## src/rtl/ofdm_pkg.sv

```systemverilog
// Shared OFDM link constants: bin plan, pilot amplitude, frame header byte.
// Latency: n/a (types and constants only).
// Backpressure: n/a.
package ofdm_pkg;

    // Pilot bins; data occupies the gaps between PILOT1..PILOT4.
    localparam int PILOT0 = 21;
    localparam int PILOT1 = 22;
    localparam int PILOT2 = 55;
    localparam int PILOT3 = 88;
    localparam int PILOT4 = 121;

    localparam int INDEX_BEGIN = 21;
    localparam int INDEX_END   = 121;
    localparam int DATA_BITS   = 96;

    // Offset subtracted from the bin number in each data segment so that
    // the three 32-bin segments yield contiguous data indices 0..95.
    localparam int DATA_OFS0 = PILOT1 + 1;  // bins 23..54  -> idx 0..31
    localparam int DATA_OFS1 = PILOT1 + 2;  // bins 56..87  -> idx 32..63
    localparam int DATA_OFS2 = PILOT1 + 3;  // bins 89..120 -> idx 64..95

    localparam logic [15:0] PILOT_AMPLITUDE = 16'h4000;
    localparam logic [7:0]  HEADER_BYTE     = 8'h55;

    typedef enum logic {
        IDLE,
        WRITE
    } tx_state_t;

    // Data index to payload bit position: bytes are sent MSB first, so the
    // bit within each byte is reversed while the byte order is kept.
    function automatic logic [6:0] data_bit_sel(input logic [6:0] idx);
        return idx ^ 7'd7;
    endfunction

endpackage

```

## src/rtl/ofdm_tx_bin_map.sv

```systemverilog
// Maps one folded bin index to the real part of its spectral value.
// Latency: purely combinational, zero cycles.
// Backpressure: none; output follows inputs.
module ofdm_tx_bin_map
    import ofdm_pkg::*;
#(
    parameter int          KW        = 11,
    parameter logic [15:0] AMPLITUDE = PILOT_AMPLITUDE
) (
    input  logic [KW-1:0]        k,
    input  logic [DATA_BITS-1:0] payload_q,
    output logic [15:0]          re
);

    localparam logic [15:0] NEG_AMPLITUDE = ~AMPLITUDE + 16'd1;

    int         kk;
    logic       is_pilot;
    logic       is_data;
    logic [6:0] idx;

    // Classify the bin and derive the data index for BPSK bins.
    always_comb begin
        kk       = int'(k);
        is_pilot = (kk == PILOT0) || (kk == PILOT1) || (kk == PILOT2) ||
                   (kk == PILOT3) || (kk == PILOT4);
        is_data  = 1'b0;
        idx      = '0;
        re       = '0;
        if (kk >= INDEX_BEGIN && kk <= INDEX_END && !is_pilot) begin
            is_data = 1'b1;
            if (kk < PILOT2) begin
                idx = 7'(kk - DATA_OFS0);
            end else if (kk < PILOT3) begin
                idx = 7'(kk - DATA_OFS1);
            end else begin
                idx = 7'(kk - DATA_OFS2);
            end
        end
        if (is_pilot) begin
            re = AMPLITUDE;
        end else if (is_data) begin
            re = payload_q[data_bit_sel(idx)] ? AMPLITUDE : NEG_AMPLITUDE;
        end
    end

endmodule

```

## src/rtl/ofdm_tx_mapper.sv

```systemverilog
// Writes one Hermitian-symmetric FFT_LEN-bin spectrum (pilots + BPSK data) per frame to BSRAM.
// Latency: address n written at edge n+1 after start; finish at edge FFT_LEN.
// Backpressure: none; start is ignored while busy, BSRAM accepts one write per cycle.
module ofdm_tx_mapper
    import ofdm_pkg::*;
#(
    parameter int          FFT_LEN   = 2048,
    parameter logic [15:0] AMPLITUDE = PILOT_AMPLITUDE,
    localparam int         AW        = $clog2(FFT_LEN)
) (
    input  logic                 clk,
    input  logic                 rst_n,
    input  logic                 start,
    input  logic [DATA_BITS-1:0] payload,
    output logic                 busy,
    output logic                 finish,
    input  logic                 clear,
    output logic                 frame_ok,
    output logic                 ce,
    output logic                 wre,
    output logic [AW-1:0]        ad,
    output logic [31:0]          din
);

    localparam logic [AW-1:0] LAST = AW'(FFT_LEN - 1);
    localparam logic [AW-1:0] HALF = AW'(FFT_LEN / 2);

    tx_state_t            state;
    logic [DATA_BITS-1:0] payload_q;
    logic [AW-1:0]        next_ad;
    logic [AW-1:0]        bin_k;
    logic [15:0]          bin_re;
    logic                 finish_set;

    // Next address to present and its bin after folding the upper half
    // onto the lower one (N - a), which gives the conjugate-symmetric copy.
    always_comb begin
        next_ad    = (state == IDLE) ? '0 : ad + 1'b1;
        bin_k      = (next_ad > HALF) ? ('0 - next_ad) : next_ad;
        finish_set = (state == WRITE) && (ad == LAST);
    end

    ofdm_tx_bin_map #(
        .KW        (AW),
        .AMPLITUDE (AMPLITUDE)
    ) u_bin_map (
        .k         (bin_k),
        .payload_q (payload_q),
        .re        (bin_re)
    );

    // Frame FSM: accept start, stream FFT_LEN writes, then raise finish.
    always_ff @(posedge clk or negedge rst_n) begin
        if (!rst_n) begin
            state     <= IDLE;
            payload_q <= '0;
            busy      <= 1'b0;
            finish    <= 1'b0;
            frame_ok  <= 1'b0;
            ce        <= 1'b0;
            wre       <= 1'b0;
            ad        <= '0;
            din       <= '0;
        end else begin
            // Setting finish takes priority over a coincident clear.
            if (clear && !finish_set) begin
                finish   <= 1'b0;
                frame_ok <= 1'b0;
            end
            case (state)
                IDLE: begin
                    if (start) begin
                        payload_q <= payload;
                        frame_ok  <= (payload[7:0] == HEADER_BYTE) &&
                                     (payload[DATA_BITS-1 -: 8] == HEADER_BYTE);
                        ad        <= '0;
                        din       <= {bin_re, 16'h0000};
                        ce        <= 1'b1;
                        wre       <= 1'b1;
                        busy      <= 1'b1;
                        state     <= WRITE;
                    end
                end
                WRITE: begin
                    if (ad == LAST) begin
                        ce     <= 1'b0;
                        wre    <= 1'b0;
                        busy   <= 1'b0;
                        finish <= 1'b1;
                        state  <= IDLE;
                    end else begin
                        ad  <= next_ad;
                        din <= {bin_re, 16'h0000};
                    end
                end
                default: state <= IDLE;
            endcase
        end
    end

endmodule

```

## config.mk

```make
export PLATFORM = sky130hd
export DESIGN_NAME = ofdm_tx_mapper
export DESIGN_NICKNAME = d
export VERILOG_FILES = /design/src/rtl/ofdm_pkg.sv /design/src/rtl/ofdm_tx_bin_map.sv /design/src/rtl/ofdm_tx_mapper.sv
export SDC_FILE = /design/constraint.sdc
export NUM_CORES = 1
export LEC_CHECK = 0
export CAP_MARGIN = 0
export CORE_MARGIN = 3
export CORE_UTILIZATION = 48
export DETAILED_ROUTE_END_ITERATION = 10
export PLACE_DENSITY = 0.8
export RECOVER_POWER = 50
export SLEW_MARGIN = 10
export SYNTH_ARGS = -nofsm -noshare
export SYNTH_HDL_FRONTEND = slang
export SYNTH_HIERARCHICAL = 1
export SYNTH_SLANG_ARGS = --single-unit
```

## constraint.sdc

```tcl
create_clock -name clk -period 5.4 [get_ports clk]
set_input_delay 1.08 -clock clk [delete_from_list [all_inputs] [get_ports clk]]
set_output_delay 1.08 -clock clk [all_outputs]
set_load 0.02 [all_outputs]
```

==> run metrics <==
Critical Path Start Type=flip-flop; delay-heaviest family, CP=simple AND/OR/NAND/NOR gates; CTS max path bufs=2; CP Max Fanout=7; ant diodes=0; clk_lat worst skew=0.43 ns; Worst slew margin=-59.14%; largest net degree at the start of global routing=97; Synth top cells by count=nand2_1 (332), dfrtp_1 (127), buf_4 (34), clkbuf_1 (24), mux2_2 (21); final setup TNS=0 ns; clock period minus final worst setup slack=5.237 ns; Post-Synth Adder-Cell Area=1.697%; Port Buffers=131; Final setup viols=0; first-pass GRT wire length=32,510 um; Syn-to-layout area delta=30.68%; multiplexer share of the synthesized area=6.600%; layout cells sized above 1=13.49%; critical path arrival=5.54 ns; Synth warnings=6; Synth Area in Simple Gates=26.64%; pwr/cell area=563.1 nW/um^2; Crit Reg-Reg Endpoint=din[31]; Yosys reg bits=127; drt drc=0; CP max-delay cell=or4_4; Reg2Reg Launch Point=ad[0]; GRT overflow=0; Min Hold Slack=0.4746 ns; total CTS buffers=17; Hold Vio Cnt, Final=0; sequential share of the synthesized area=43.09%; hold path depth=2; # rows=44; main combinational cell family by area after synthesis=simple AND/OR/NAND/NOR gates; Syn Std Cell Area=7375 um^2; Synth async-reset ratio=100.0%; fin area=9637 um^2; antenna violations before repair=0; Cell Chain, Critical Path=ha_4 -> or4_1 -> o311a_1 -> nor4_4 -> a21oi_1 -> mux2_2 -> or4_4 -> a311oi_4 -> buf_4 -> and4_1 -> a221oi_1 -> o32a_1 -> a32oi_1 -> or4b_1 -> and4_1 -> mux2_2; Worst Setup SP=ad[0]; Worst Setup EP=din[31]; Buffers & Inverters on Critical Path=1; clk root buf=clkbuf_16; Die Y=130.0 um; worst ir drop on vdd=0.2876 mV; number of vias per cell=5.607; largest stage delay on the critical path=0.63 ns; ys flop type=dfrtp_1; DP Wirelength=14,100 um; most common cell in the netlist=nand2_1; Slew @ Worst Pin=2.387 ns; GP Congestion=0.9054; outcome=finished, violations left; Worst Setup End Kind=flip-flop; Max-Cap Viols=4; Worst Path Required=5.70 ns; initial DRC count=663; wire per inst=17.39 um; Yosys top cell by area=dfrtp_1; Placed Area=8830 um^2; gr usage total=24.33%; Die W=130.0 um; Top Ports=148; core area=14,750 um^2; reg2reg setup slack=0.16 ns; LEAKAGE=4.574 nW; First-pass DRT Iterations=7; cells on worst reg2reg path=16; die area=16,890 um^2; htree depth=4; Mean Syn Cell Area=8.676 um^2; Post-Route WL=20,610 um; XOR/XNOR share of the synthesized area=1.544%; Antenna Violating Nets Remaining=0; Yosys cell types=77; Starting Density=49.98%; Mapped Cells=850; Max Slew Vio Count=243; main area contributors after synthesis=dfrtp_1 (43%), nand2_1 (17%), buf_4 (3.5%), mux2_2 (3.2%), mux2i_1 (2.2%); TritonCTS clock tree=yes; clock-pin transition on the worst setup and hold timing paths=0.06 ns; Tightest Hold Check Type=reg -> reg; # nets final=1,099; number of global-route vias before repair=6,252; DR vias=6,644; clk sinks=127; fillers=1,190; highest clock rate=0.1909 GHz; Tcrit/Tclk final=96.99%; Post-synth EDFFs=0; CP Depth=16; Setup CP Type=reg -> reg; area share of the largest cell type after synthesis=43.09%; post-synthesis compound-gate area fraction=12.83%; clk_skew=0.01322 ns; failing checks=capacitance limit, slew limit
## cell usage in the layout (no fill, tap or decap), drive strengths merged, types with 16 or more instances in the layout
| cell | netlist | layout |
|---|---|---|
| a211oi | 21 | 21 |
| mux2 | 21 | 21 |
| conb | 2 | 30 |
| clkbuf | 24 | 21 |
| buf | 61 | 42 |
| inv | 13 | 17 |
| o21ai | 22 | 22 |
| mux2i | 16 | 16 |
| nand2 | 333 | 333 |
| dfrtp | 127 | 127 |
| and3 | 18 | 18 |
| clkdlybuf4s50 | 0 | 128 |
## how the worst min path moves through the flow
stage                     slack, ns          start             to
after floorplan                0.44  payload_q[25]  payload_q[25]
after global placement         0.45   payload_q[6]   payload_q[6]
after detailed placement       0.46  payload_q[15]  payload_q[15]
after CTS                      0.47  payload_q[25]  payload_q[25]
after global routing           0.50  payload_q[77]  payload_q[77]
final                          0.47  payload_q[77]  payload_q[77]
## cell families after synthesis
group,Yosys count
AND/OR/NAND/NOR,436
multiplexers,41
buffers and inverters,98
AO/OA/AOI/OAI,123
adder cells (fa/ha/maj),10
other,2
XOR/XNOR,13
flip-flops,127
## area by class of cell
class	count	area (um^2)	area share [%]
multi-input combinational	654	3875	40.21
sequential	127	3179	32.99
timing repair buffer	176	1672	17.35
clock buffer	17	425.4	4.414
tap	184	230.2	2.389
clock inverter	14	206.4	2.142
inverter	13	48.80	0.5064
## flip-flops by register name, summed over array words and instances, names as in the netlist
signal / cells
payload_q: 96
din: 16
wre: 1
frame_ok: 1
state: 1
finish: 1
ad: 11
## per-layer routing
metal | vias up | global-route usage (%) | wire length (um)
li1 | 3130 | - | -
met4 | 0 | 7.274 | 336
met1 | 3217 | 34.00 | 9144
met3 | 34 | 4.339 | 1135
met5 | - | 0 | 0
met2 | 263 | 39.01 | 9997
## power by group
| group | leakage (nW) | switching (W) | internal, W | total, W |
|---|---|---|---|---|
| logic | 2.69 | 0.00167 | 0.00117 | 0.00284 |
| clock network | 0.298 | 0.000453 | 0.000778 | 0.00123 |
| registers | 1.59 | 0.000165 | 0.00119 | 0.00135 |
| total | 4.57 | 0.00229 | 0.00314 | 0.00543 |
## timing repair
| item | in CTS | in global routing |
|---|---|---|
| hold buffers | 0 | 0 |
| buffers inserted | 0 | 5 |
| resized for setup | 2 | 23 |
| pin swaps | 1 | 3 |
| hold endpoints to repair | 0 | 0 |
| gates cloned | 0 | 2 |
| setup endpoints to repair | 1 | 1 |
## stage by stage
stage | utilization, % | total power [W] | setup WS, ns | std cells
2_1_floorplan | - | 0.003167 | 0.1838 | 878
3_3_place_gp | 59.85 | 0.003890 | 0.07812 | 1147
3_5_place_dp | 59.85 | 0.003916 | -0.06044 | 1147
4_1_cts | 64.15 | 0.005191 | 0.04307 | 1178
5_1_grt | 65.32 | 0.005747 | -0.03393 | 1185
6_report | 65.32 | 0.005426 | 0.1625 | 1185
## worst min-delay path: stages, from the launching register on
cell	delay, ns
dfrtp_1	0.34
nand2_1	0.05
nand2_1	0.06
Power figures use the tool's default switching activity.
